--- src/rtl/tag_lookup_ctrl_if.sv ---
// Lookup / response / fill / flush bundle between the L1 pipeline and the tag controller.
// The master side drives requests and fills; the slave side is the controller.
interface tag_lookup_ctrl_if #(
    parameter int PA_W  = 35,
    parameter int IDX_W = 7,
    parameter int TAG_W = 22
);
    logic             req_valid;
    logic             req_ready;
    logic [PA_W-1:0]  req_addr;
    logic             resp_valid;
    logic             resp_ready;
    logic             resp_hit;
    logic [IDX_W-1:0] resp_index;
    logic [TAG_W:0]   resp_entry;
    logic             fill_valid;
    logic [IDX_W-1:0] fill_index;
    logic [TAG_W-1:0] fill_tag;
    logic             fill_inv;
    logic             flush_req;
    logic             flush_ready;
    logic             init_done;

    modport master (
        output req_valid, req_addr, resp_ready, fill_valid, fill_index, fill_tag, fill_inv, flush_req,
        input  req_ready, resp_valid, resp_hit, resp_index, resp_entry, flush_ready, init_done
    );

    modport slave (
        input  req_valid, req_addr, resp_ready, fill_valid, fill_index, fill_tag, fill_inv, flush_req,
        output req_ready, resp_valid, resp_hit, resp_index, resp_entry, flush_ready, init_done
    );
endinterface

--- src/rtl/tag_lookup_ctrl.sv ---
// Front-end controller for a 128 x {valid,tag} L1 tag RAM: init/flush sweep, lookups with
// hit/miss and backpressure, refill/invalidate writes with same-cycle write-to-read forwarding.
module tag_lookup_ctrl #(
    parameter int PA_W      = 35,
    parameter int LINE_BITS = 6,
    parameter int IDX_W     = 7,
    localparam int TAG_W    = PA_W - IDX_W - LINE_BITS,
    localparam int ENT_W    = TAG_W + 1
) (
    input  logic                 clk,
    input  logic                 rst,
    tag_lookup_ctrl_if.slave     bus,
    output logic [IDX_W-1:0]     ram_raddr,
    output logic                 ram_re,
    output logic [IDX_W-1:0]     ram_waddr,
    output logic [ENT_W-1:0]     ram_wr,
    output logic                 ram_we,
    input  logic [ENT_W-1:0]     ram_rd
);
    typedef enum logic {SWEEP, RUN} state_e;

    state_e           state_q, state_d;
    logic [IDX_W-1:0] cnt_q, cnt_d;
    logic [IDX_W-1:0] idx_q, idx_d;
    logic [TAG_W-1:0] tag_q, tag_d;
    logic             resp_valid_q, resp_valid_d;
    logic             fwd_q, fwd_d;
    logic [ENT_W-1:0] fwd_ent_q, fwd_ent_d;

    logic             run, sweep_we, accept, fill_we, flush_go;
    logic [IDX_W-1:0] req_idx;
    logic [TAG_W-1:0] req_tag;
    logic [ENT_W-1:0] fill_ent, entry;
    logic             unused_offset;

    assign req_idx       = bus.req_addr[LINE_BITS +: IDX_W];
    assign req_tag       = bus.req_addr[PA_W-1 -: TAG_W];
    assign unused_offset = &{1'b0, bus.req_addr[LINE_BITS-1:0]};

    // Everything handshake-facing is held off while rst is high so no write escapes.
    assign run      = (state_q == RUN) && !rst;
    assign sweep_we = (state_q == SWEEP) && !rst;

    assign bus.req_ready   = run && (!resp_valid_q || bus.resp_ready);
    assign accept          = bus.req_valid && bus.req_ready;
    assign fill_we         = run && bus.fill_valid;
    assign fill_ent        = bus.fill_inv ? '0 : {1'b1, bus.fill_tag};
    assign bus.flush_ready = run && !resp_valid_q && !bus.req_valid;
    assign flush_go        = bus.flush_req && bus.flush_ready;
    assign bus.init_done   = run;

    assign ram_re    = accept;
    assign ram_raddr = req_idx;
    assign ram_we    = sweep_we || fill_we;
    assign ram_waddr = sweep_we ? cnt_q : bus.fill_index;
    assign ram_wr    = sweep_we ? '0 : fill_ent;

    // ram_rd only moves on ram_re, so a stalled response stays stable without a copy.
    assign entry          = fwd_q ? fwd_ent_q : ram_rd;
    assign bus.resp_valid = resp_valid_q;
    assign bus.resp_index = idx_q;
    assign bus.resp_entry = entry;
    assign bus.resp_hit   = entry[TAG_W] && (entry[TAG_W-1:0] == tag_q);

    always_comb begin
        state_d      = state_q;
        cnt_d        = cnt_q;
        idx_d        = idx_q;
        tag_d        = tag_q;
        resp_valid_d = resp_valid_q;
        fwd_d        = fwd_q;
        fwd_ent_d    = fwd_ent_q;
        case (state_q)
            SWEEP: begin
                cnt_d = cnt_q + 1'b1;
                if (cnt_q == '1) state_d = RUN;
            end
            RUN: begin
                if (flush_go) begin
                    state_d = SWEEP;
                    cnt_d   = '0;
                end
            end
            default: state_d = SWEEP;
        endcase
        if (accept) begin
            resp_valid_d = 1'b1;
            idx_d        = req_idx;
            tag_d        = req_tag;
            fwd_d        = fill_we && (bus.fill_index == req_idx);
            fwd_ent_d    = fill_ent;
        end else if (bus.resp_ready) begin
            resp_valid_d = 1'b0;
        end
    end

    always_ff @(posedge clk) begin
        if (rst) begin
            state_q      <= SWEEP;
            cnt_q        <= '0;
            idx_q        <= '0;
            tag_q        <= '0;
            resp_valid_q <= 1'b0;
            fwd_q        <= 1'b0;
            fwd_ent_q    <= '0;
        end else begin
            state_q      <= state_d;
            cnt_q        <= cnt_d;
            idx_q        <= idx_d;
            tag_q        <= tag_d;
            resp_valid_q <= resp_valid_d;
            fwd_q        <= fwd_d;
            fwd_ent_q    <= fwd_ent_d;
        end
    end
endmodule

--- src/flat_wrapper.sv ---
// flat-port wrapper written by rule: the top's interface ports become plain ports
module tag_lookup_ctrl_flat 
#(
    parameter int PA_W      = 35,
    parameter int LINE_BITS = 6,
    parameter int IDX_W     = 7,
    localparam int TAG_W    = PA_W - IDX_W - LINE_BITS,
    localparam int ENT_W    = TAG_W + 1
)
  (clk, rst, ram_raddr, ram_re, ram_waddr, ram_wr, ram_we, ram_rd, bus_req_valid, bus_req_addr, bus_resp_ready, bus_fill_valid, bus_fill_index, bus_fill_tag, bus_fill_inv, bus_flush_req, bus_req_ready, bus_resp_valid, bus_resp_hit, bus_resp_index, bus_resp_entry, bus_flush_ready, bus_init_done);
  tag_lookup_ctrl_if #(.PA_W(PA_W), .IDX_W(IDX_W)) bus_i ();
  input  logic clk;
  input  logic rst;
  output logic [IDX_W-1:0] ram_raddr;
  output logic ram_re;
  output logic [IDX_W-1:0] ram_waddr;
  output logic [ENT_W-1:0] ram_wr;
  output logic ram_we;
  input  logic [ENT_W-1:0] ram_rd;
  input wire logic [$bits(bus_i.req_valid)-1:0] bus_req_valid;
  input wire logic [$bits(bus_i.req_addr)-1:0] bus_req_addr;
  input wire logic [$bits(bus_i.resp_ready)-1:0] bus_resp_ready;
  input wire logic [$bits(bus_i.fill_valid)-1:0] bus_fill_valid;
  input wire logic [$bits(bus_i.fill_index)-1:0] bus_fill_index;
  input wire logic [$bits(bus_i.fill_tag)-1:0] bus_fill_tag;
  input wire logic [$bits(bus_i.fill_inv)-1:0] bus_fill_inv;
  input wire logic [$bits(bus_i.flush_req)-1:0] bus_flush_req;
  output wire logic [$bits(bus_i.req_ready)-1:0] bus_req_ready;
  output wire logic [$bits(bus_i.resp_valid)-1:0] bus_resp_valid;
  output wire logic [$bits(bus_i.resp_hit)-1:0] bus_resp_hit;
  output wire logic [$bits(bus_i.resp_index)-1:0] bus_resp_index;
  output wire logic [$bits(bus_i.resp_entry)-1:0] bus_resp_entry;
  output wire logic [$bits(bus_i.flush_ready)-1:0] bus_flush_ready;
  output wire logic [$bits(bus_i.init_done)-1:0] bus_init_done;
  assign bus_i.req_valid = bus_req_valid;
  assign bus_i.req_addr = bus_req_addr;
  assign bus_i.resp_ready = bus_resp_ready;
  assign bus_i.fill_valid = bus_fill_valid;
  assign bus_i.fill_index = bus_fill_index;
  assign bus_i.fill_tag = bus_fill_tag;
  assign bus_i.fill_inv = bus_fill_inv;
  assign bus_i.flush_req = bus_flush_req;
  assign bus_req_ready = bus_i.req_ready;
  assign bus_resp_valid = bus_i.resp_valid;
  assign bus_resp_hit = bus_i.resp_hit;
  assign bus_resp_index = bus_i.resp_index;
  assign bus_resp_entry = bus_i.resp_entry;
  assign bus_flush_ready = bus_i.flush_ready;
  assign bus_init_done = bus_i.init_done;
  tag_lookup_ctrl #(.PA_W(PA_W), .LINE_BITS(LINE_BITS), .IDX_W(IDX_W)) u_core (.clk(clk), .rst(rst), .bus(bus_i), .ram_raddr(ram_raddr), .ram_re(ram_re), .ram_waddr(ram_waddr), .ram_wr(ram_wr), .ram_we(ram_we), .ram_rd(ram_rd));
endmodule
--- config.mk ---
export PLATFORM = sky130hd
export DESIGN_NAME = tag_lookup_ctrl_flat
export DESIGN_NICKNAME = d
export VERILOG_FILES = /design/src/rtl/tag_lookup_ctrl_if.sv /design/src/rtl/tag_lookup_ctrl.sv /design/src/flat_wrapper.sv
export SDC_FILE = /design/constraint.sdc
export NUM_CORES = 1
export LEC_CHECK = 0
export BUFFER_PORTS_ARGS = -buffer_cell sky130_fd_sc_hd__buf_2
export CORE_MARGIN = 2
export CORE_UTILIZATION = 49
export DETAILED_ROUTE_END_ITERATION = 8
export PLACE_DENSITY = 0.85
export SETUP_SLACK_MARGIN = 0.05
export SYNTH_ARGS = -nofsm -noshare
export SYNTH_HDL_FRONTEND = slang
export SYNTH_SLANG_ARGS = --single-unit
export TNS_END_PERCENT = 1
--- constraint.sdc ---
create_clock -name clk -period 4.63 [get_ports clk]
set_input_delay 0.6945 -clock clk [delete_from_list [all_inputs] [get_ports clk]]
set_output_delay 0.6945 -clock clk [all_outputs]
set_load 0.005 [all_outputs]
# Word-level counts from Yosys, hierarchy flattened
# Cells that the tools add are included.
# Widths: inputs -> output; s select.
dict set report word_totals {
  out_inout_bits 74
  elab_cells 40
  reg_bits 62
}
dict set report op_classes {
  add_sub_neg 1
  n_reduce_logical 16
  n_eq_ne 4
  bitwise 1
  mux 11
}
# cell n
set op_table {}
lappend op_table {{$mux 23} 3}
lappend op_table {{$eq 22x22->1} 1}
lappend op_table {{$mux 7} 2}
lappend op_table {{$pmux 7 s2} 1}
lappend op_table {{$logic_and 1x1->1} 10}
lappend op_table {{$add 7x1->7 const B} 1}
lappend op_table {{$eq 7x7->1} 1}
lappend op_table {{$eq 7x7->1 const B} 1}
lappend op_table {{$mux 1} 4}
lappend op_table {{$logic_not 1->1} 3}
lappend op_table {{$logic_or 1x1->1} 2}
lappend op_table {{$ne 2x2->1 const B} 1}
lappend op_table {{$pmux 1 s2} 1}
lappend op_table {{$reduce_bool 2->1} 1}
lappend op_table {{$not 1->1} 1}

# Longest topological paths before layout
# Gate-level depths: netlist (run 1).
dict set report logic_depth {
  ltp_word 7
  depth_mapped 7
}

# Worst setup path after synthesis (run 1)
# Ideal clock, no wire load.
dict set report synth_path {
  path_type {input -> output}
  start {input port ram_rd[8]}
  end {output port bus_resp_hit}
  cell_stages 5
  n_path_buf 0
  setup_slack_ps 2278
  arrival_time_ps 1657
  required_time_ps 3936
  cell_sequence {mux2_2 > xor2_1 > nor4_1 > nand4_1 > nor4_2}
}
dict set report synth_via {
  elab_chain_len 3
}
# item line
set synth_rtl {}
lappend synth_rtl {{start, declared} flat_wrapper.sv:19} ;# input logic [ENT_W-1:0] ram_rd;
lappend synth_rtl {{$mux 23} tag_lookup_ctrl.sv:59} ;# assign entry = fwd_q ? fwd_ent_q : ram_rd;
lappend synth_rtl {{$eq 22x22->1} tag_lookup_ctrl.sv:63} ;# assign bus.resp_hit = entry[TAG_W] && (entry[TAG_W-1:0] == tag_q);
lappend synth_rtl {{$logic_and 1x1->1} tag_lookup_ctrl.sv:63}
lappend synth_rtl {{end, declared} flat_wrapper.sv:30} ;# output wire logic [$bits(bus_i.resp_hit)-1:0] bus_resp_hit;
# Every way passes these cells.

# Worst setup path in the final report (run 1)
dict set report layout_path {
  start {register u_core.fwd_q}
  end {output port bus_resp_hit}
}
dict set report layout_via {
  elab_chain_len 3
}
# item line
set layout_rtl {}
lappend layout_rtl {{start, declared} tag_lookup_ctrl.sv:27} ;# logic fwd_q, fwd_d;
lappend layout_rtl {{start signal, assigned} tag_lookup_ctrl.sv:112} ;# fwd_q <= fwd_d;
lappend layout_rtl {{$mux 23 *} tag_lookup_ctrl.sv:59}
lappend layout_rtl {{$eq 22x22->1} tag_lookup_ctrl.sv:63}
lappend layout_rtl {{$logic_and 1x1->1 *} tag_lookup_ctrl.sv:63}
# Every way passes the cells marked *; elsewhere a longest branch is shown, timed or not.

==> impl_metrics.py, run 1 <==
metrics = {
    "status": {
        "status": "finished clean",
    },
    "synth": {
        "synthTopCellsByArea": "dfxtp_1 (38%), nand2_1 (9.5%), a21oi_1 (8.5%)",
        "yosysWarnings": 0,
        "yosysUniqueCellTypes": 42,
        "avgSynthCellArea_um2": 8.33,
        "syn_inst": 395,
        "synth-seq-area-share_pct": 37.7,
        "synth-edff-count": 0,
        "ys.flop_type": "dfxtp_1",
        "ys_seq_elements": 62,
        "yosysTopAreaCell": "dfxtp_1",
        "async_flop_share_pct": 0,
        "yosysTopAreaCellShare_pct": 37.7,
        "netlist_area_um2": 3290,
        "synth_nets": 490,
    },
    "flow_run": {
        "maxCapViolCount": 0,
    },
    "timing": {
        "finClkSkew_ns": 0.00555,
        "drv_slew": 0,
        "slew_headroom_pct": 38.6,
        "hold_viol_final": 0,
        "finalSetupViolCount": 0,
        "fin_crit_ns": 3.56,
        "finalSetupTns_ns": 0,
        "period_share_pct": 76.9,
        "rsz0062_at_grt": "no",
        "max_freq_ghz": 0.281,
        "worst_slew_pin_slew_ns": 0.921,
    },
    "global_routing": {
        "grt_first_pass_wirelength_mm": 14.1,
        "grt_overflow_total": 0,
        "track_usage_pct": 24.2,
        "antenna_found_initial": 0,
        "grt_max_degree": 55,
        "grt_pass1_vias": 2998,
    },
    "setup_path": {
        "cp.required_ns": 3.94,
        "crit_fanout": 15,
        "endpoint_kind": "output port",
        "criticalPathCategory": "register to output port",
        "worstPathArrival_ns": 2.86,
        "reg2reg_depth": 5,
        "start_kind": "register",
    },
    "floorplan": {
        "die_height_um": 86.0,
        "die_w_um": 86.0,
        "die-area_um2": 7390,
        "start_util_pct": 51.2,
        "fp.coreArea_um2": 6420,
        "io_pins": 168,
        "core.rowCount": 29,
    },
    "routing": {
        "vias": 3284,
        "post_drt_wl_per_cell_um": 14.7,
        "vias_per_cell": 5.30,
        "drc": 0,
        "drt-initial-drc-count": 116,
        "drt_pre_antenna_iters": 4,
        "ant_nets": 0,
        "wl_mm": 9.14,
    },
    "clock_network": {
        "ctsResizeCount": 0,
        "cts-root-buf": "clkbuf_8",
        "numCtsBuffers": 9,
        "cts_tree": "yes",
        "clkTransAtPathRegs_ns": 0.07,
        "cts_setup_buffers": 0,
        "clkLatencyLatePin_ns": 0.33,
        "clock_sinks": 62,
        "cts_hold_buf": 0,
        "cts_max_level": 3,
        "ctsLongestPathBuffers": 2,
    },
    "power_and_ir_drop": {
        "powerDensity_nw_per_um2": 276,
        "power_mw": 1.17,
        "leakage_nw": 1.88,
        "vdd_drop_max_mv": 0.155,
    },
    "hold_path": {
        "hold_path.class": "register to register",
        "holdPathStages": 2,
    },
    "layout": {
        "layout_commonest_cell": "buf_2",
        "antenna_cells": 0,
        "num-fill-cells": 570,
        "multi_input_area_um2": 1850,
        "nets": 634,
        "syn_to_final_growth_pct": 29.2,
        "drive_gt1_share_pct": 39.2,
        "final_cell_mix": "buf_2 (161), nand2_1 (83), dfxtp_1 (62)",
        "fin_cells": 620,
        "ff_latch_area_um2": 1240,
    },
    "place": {
        "hpwl_mm": 6.71,
        "place.gp.congestion": 0.866,
        "io_buffers": 161,
        "dp_cells": 605,
    },
}
==> stage by stage <==
step           worst slack, ns  util, %  hold WS [ns]  area (µm²)
6_report                  1.07     66.2         0.452        4250
5_1_grt                  0.916     66.2         0.471        4250
4_1_cts                   1.10     66.2         0.452        4250
3_5_place_dp              1.45     63.0         0.443        4040
2_1_floorplan             2.28        -         0.428        3290
3_3_place_gp              1.54     63.0         0.436        4040
==> sequential cells by signal, summed over array words and instances (netlist names) <==
name,cells
u_core.bus.resp_index,7
u_core.bus.resp_valid,1
u_core.cnt_q,7
u_core.fwd_ent_q,23
u_core.fwd_q,1
u_core.state_q,1
u_core.tag_q,22
==> layout make-up <==
| cell class | instances | area share [%] |
|---|---|---|
| timing repair buffer | 166 | 19.8 |
| sequential | 62 | 29.2 |
| tap | 77 | 2.27 |
| multi-input combinational | 296 | 43.5 |
| clock buffer | 12 | 3.88 |
| clock inverter | 3 | 1.00 |
| inverter | 4 | 0.353 |
==> synthesized netlist by cell type (2+ instances only) <==
| cell type | count |
|---|---|
| a211oi_1 | 3 |
| a21oi_1 | 56 |
| a22oi_1 | 3 |
| and2_1 | 23 |
| and3_1 | 2 |
| buf_2 | 7 |
| buf_4 | 8 |
| clkbuf_1 | 15 |
| dfxtp_1 | 62 |
| inv_1 | 3 |
| mux2_2 | 21 |
| mux2_4 | 7 |
| nand2_1 | 83 |
| nand2b_1 | 2 |
| nand3_1 | 3 |
| nand3b_1 | 22 |
| nand4_1 | 3 |
| nor2_1 | 14 |
| nor2b_1 | 2 |
| nor4_1 | 4 |
| nor4_2 | 2 |
| o21ai_0 | 3 |
| xnor2_1 | 10 |
| xor2_1 | 19 |
==> critical path: stages (launching register included) <==
cell     delay (ns)
dfxtp_1        0.73
buf_4          0.37
mux2_2         0.39
xor2_1         0.15
nor4_1         0.37
nand4_1        0.18
nor4_2         0.16
buf_2          0.16
==> routing by layer <==
metal / global-route usage (%) / up-vias / part of all wire (%) / wire [µm]
met4: 9.24 / 0 / 1.6 / 142
li1: - / 1620 / - / -
met1: 28.8 / 1510 / 42 / 3880
met5: 0 / - / 0 / 0
met3: 5.87 / 13 / 7.1 / 648
met2: 41.9 / 141 / 49 / 4460
==> power breakdown <==
part           switching (mW)  internal [mW]  total (mW)
sequential            0.00278          0.535       0.538
combinational          0.0657         0.0761       0.142
clock                   0.205          0.289       0.493
total                   0.273          0.900        1.17
==> worst paths after layout <==
check	startpoint	to	slack, ns
min reg2reg	u_core.bus.resp_index[5]	u_core.bus.resp_index[5]	0.45
min	u_core.bus.resp_index[5]	u_core.bus.resp_index[5]	0.45
max reg2reg	u_core.state_q	u_core.fwd_ent_q[9]	2.42
max	u_core.fwd_q	bus_resp_hit	1.07
==> kinds of logic after synthesis <==
group,after synthesis,share of synthesized area (%)
flip-flops,62,37.7
buffers and inverters,37,6.12
multiplexers,29,10.7
XOR/XNOR,29,7.72
adder cells (fa/ha/maj),1,0.380
AO/OA/AOI/OAI,72,12.0
AND/OR/NAND/NOR,165,25.4
Power figures use the tool's default switching activity.
==> inputs of run 2 (changes only) <==
- ABC_AREA: not set -> 1
- CORE_UTILIZATION: 49 -> 46
- PLACE_DENSITY: 0.85 -> 0.8
- clock period: 4.63 -> 3.6 ns (I/O delays scaled with it)
==> impl_metrics.py, run 2 <==
metrics = {
    "routing": {
        "ant_nets": 0,
        "post_drt_wl_per_cell_um": 12.8,
        "vias": 3979,
        "wl_met3_um": 750,
        "drt_pre_antenna_iters": 8,
        "drc": 0,
        "drt-initial-drc-count": 276,
        "wl_mm": 10.2,
        "vias_per_cell": 5.03,
        "dr_wl_met2_mm": 4.60,
        "drt-met1-wl_mm": 4.65,
        "top_layer_used": "met4",
    },
    "timing": {
        "drv_slew": 0,
        "finClkSkew_ns": 0.00937,
        "worst_slack_ns": 0.812,
        "slew_headroom_pct": 54.7,
        "hold_viol_final": 0,
        "rsz0062_at_grt": "no",
        "finalSetupTns_ns": 0,
        "whs_ns": 0.465,
        "worst_slew_pin_slew_ns": 0.679,
        "max_freq_ghz": 0.359,
        "finalSetupViolCount": 0,
        "fin_crit_ns": 2.79,
        "period_share_pct": 77.4,
    },
    "status": {
        "status": "finished clean",
    },
    "place": {
        "hpwl_mm": 7.46,
        "dp_cells": 776,
        "place.gp.congestion": 0.896,
        "io_buffers": 161,
        "dp_slack_ns": 1.17,
        "postPlaceCellArea_um2": 4150,
    },
    "layout": {
        "largest_reg_flops": 23,
        "antenna_cells": 0,
        "regMostFlops": "u_core.fwd_ent_q",
        "layout_commonest_cell": "nand2_1",
        "final_cell_mix": "nand2_1 (200), buf_2 (161), dfxtp_1 (62)",
        "fin_util_pct": 59.9,
        "fin_area_um2": 4320,
        "fin_cells": 791,
        "drive_gt1_share_pct": 27.0,
        "num-fill-cells": 729,
        "syn_to_final_growth_pct": 26.3,
        "nets": 783,
        "largestRegisters": "u_core.fwd_ent_q (23), u_core.tag_q (22)",
    },
    "synth": {
        "yosysWarnings": 0,
        "ys.flop_type": "dfxtp_1",
        "yosys-top-cells-count": "nand2_1 (200), dfxtp_1 (62), a21oi_1 (60)",
        "async_flop_share_pct": 0,
        "avgSynthCellArea_um2": 6.23,
        "yosysTopAreaCell": "dfxtp_1",
        "synth_nets": 644,
        "yosysMostFrequentCell": "nand2_1",
        "netlist_area_um2": 3420,
        "yosysTopAreaCellShare_pct": 36.3,
        "syn_inst": 549,
        "yosysUniqueCellTypes": 27,
        "ys_seq_elements": 62,
        "synth-seq-area-share_pct": 36.3,
        "synthTopCellsByArea": "dfxtp_1 (36%), nand2_1 (22%), a21oi_1 (8.8%)",
        "synth-edff-count": 0,
    },
    "clock_network": {
        "numCtsBuffers": 9,
        "clkTransAtPathRegs_ns": 0.06,
        "cts_setup_buffers": 0,
        "cts-root-buf": "clkbuf_8",
        "clock_sinks": 62,
        "clkLatencyLatePin_ns": 0.34,
        "cts_hold_buf": 0,
        "ctsResizeCount": 0,
        "cts_tree": "yes",
        "cts_max_level": 3,
        "ctsLongestPathBuffers": 2,
    },
    "setup_path": {
        "slowest_stage": "dfxtp_1",
        "criticalPathCategory": "register to output port",
        "cp_slowest_stage_delay_ns": 0.48,
        "start_kind": "register",
        "crit_path_frequent_cell": "nand2_1",
        "r2r_slack_ns": 1.86,
        "worstPathArrival_ns": 2.25,
        "crit_chain": "buf_4 -> inv_2 -> nand2_1 -> nand2_1 -> nand2_1 -> nand2_1 -> nor2_1 -> nand2_1 -> nor2_1 -> nand2_1 -> nor2_1 -> buf_2",
        "cp.required_ns": 3.06,
        "endpoint_kind": "output port",
        "crit_fanout": 23,
    },
    "power_and_ir_drop": {
        "vdd_drop_max_mv": 0.207,
        "power_mw": 1.43,
        "powerDensity_nw_per_um2": 330,
        "leakage_nw": 2.12,
    },
    "floorplan": {
        "io_pins": 168,
        "die-area_um2": 8150,
        "fp.coreArea_um2": 7210,
        "die_w_um": 90.3,
        "core.rowCount": 31,
        "start_util_pct": 47.4,
        "die_height_um": 90.3,
    },
    "global_routing": {
        "grt_max_degree": 74,
        "track_usage_pct": 24.2,
        "antenna_found_initial": 0,
        "grt_overflow_total": 0,
        "grt_first_pass_wirelength_mm": 16.1,
        "grt_pass1_vias": 3440,
    },
    "hold_path": {
        "hold_path.class": "register to register",
    },
    "flow_run": {
        "maxCapViolCount": 0,
    },
}
## run 2: logic make-up (layout without fill, tap and decap cells)
family                     after synthesis  count (layout)  synth area share [%]
adders and majority gates                1               1                 0.366
buffers and inverters                   79             222                  11.5
xor gates and xnor gates                 5               5                  1.28
DFF                                     62              62                  36.3
AOI/OAI and AO/OA                       99              99                  14.7
and+or+nand+nor                        303             303                  35.8
## run 2: power by group
group,internal (mW),total [mW],switching [mW]
Sequential,0.689,0.693,0.00373
Combinational,0.0853,0.190,0.105
Clock,0.284,0.543,0.260
Total,1.06,1.43,0.368
## run 2: final cells by class
type	count	area (µm²)	share of cell area, %
multi-input cells	408	1790	41.4
flip-flops and latches	62	1240	28.7
repair buffers	165	836	19.3
clock buffers	14	163	3.76
inverters	42	163	3.76
well taps	99	124	2.87
clock inverters	1	5.00	0.116
## run 2: worst max-delay path, delay by kind of cell, from the launching register on
family | cells | cell delay [ns]
buf+inv | 3 | 0.63
flops | 1 | 0.48
simple gates | 9 | 0.79
## run 2: final timing paths
check                      startpoint                        to  depth (start not counted)
min          u_core.bus.resp_index[3]  u_core.bus.resp_index[3]                          2
min reg2reg  u_core.bus.resp_index[3]  u_core.bus.resp_index[3]                          2
max reg2reg     u_core.bus.resp_valid           u_core.tag_q[7]                          7
max                      u_core.fwd_q              bus_resp_hit                         12
## run 2: layer usage
layer	vias up	track usage, %
met4	0	8.21
met2	175	38.5
met5	-	0
met1	1764	33.6
li1	2019	-
met3	21	3.51
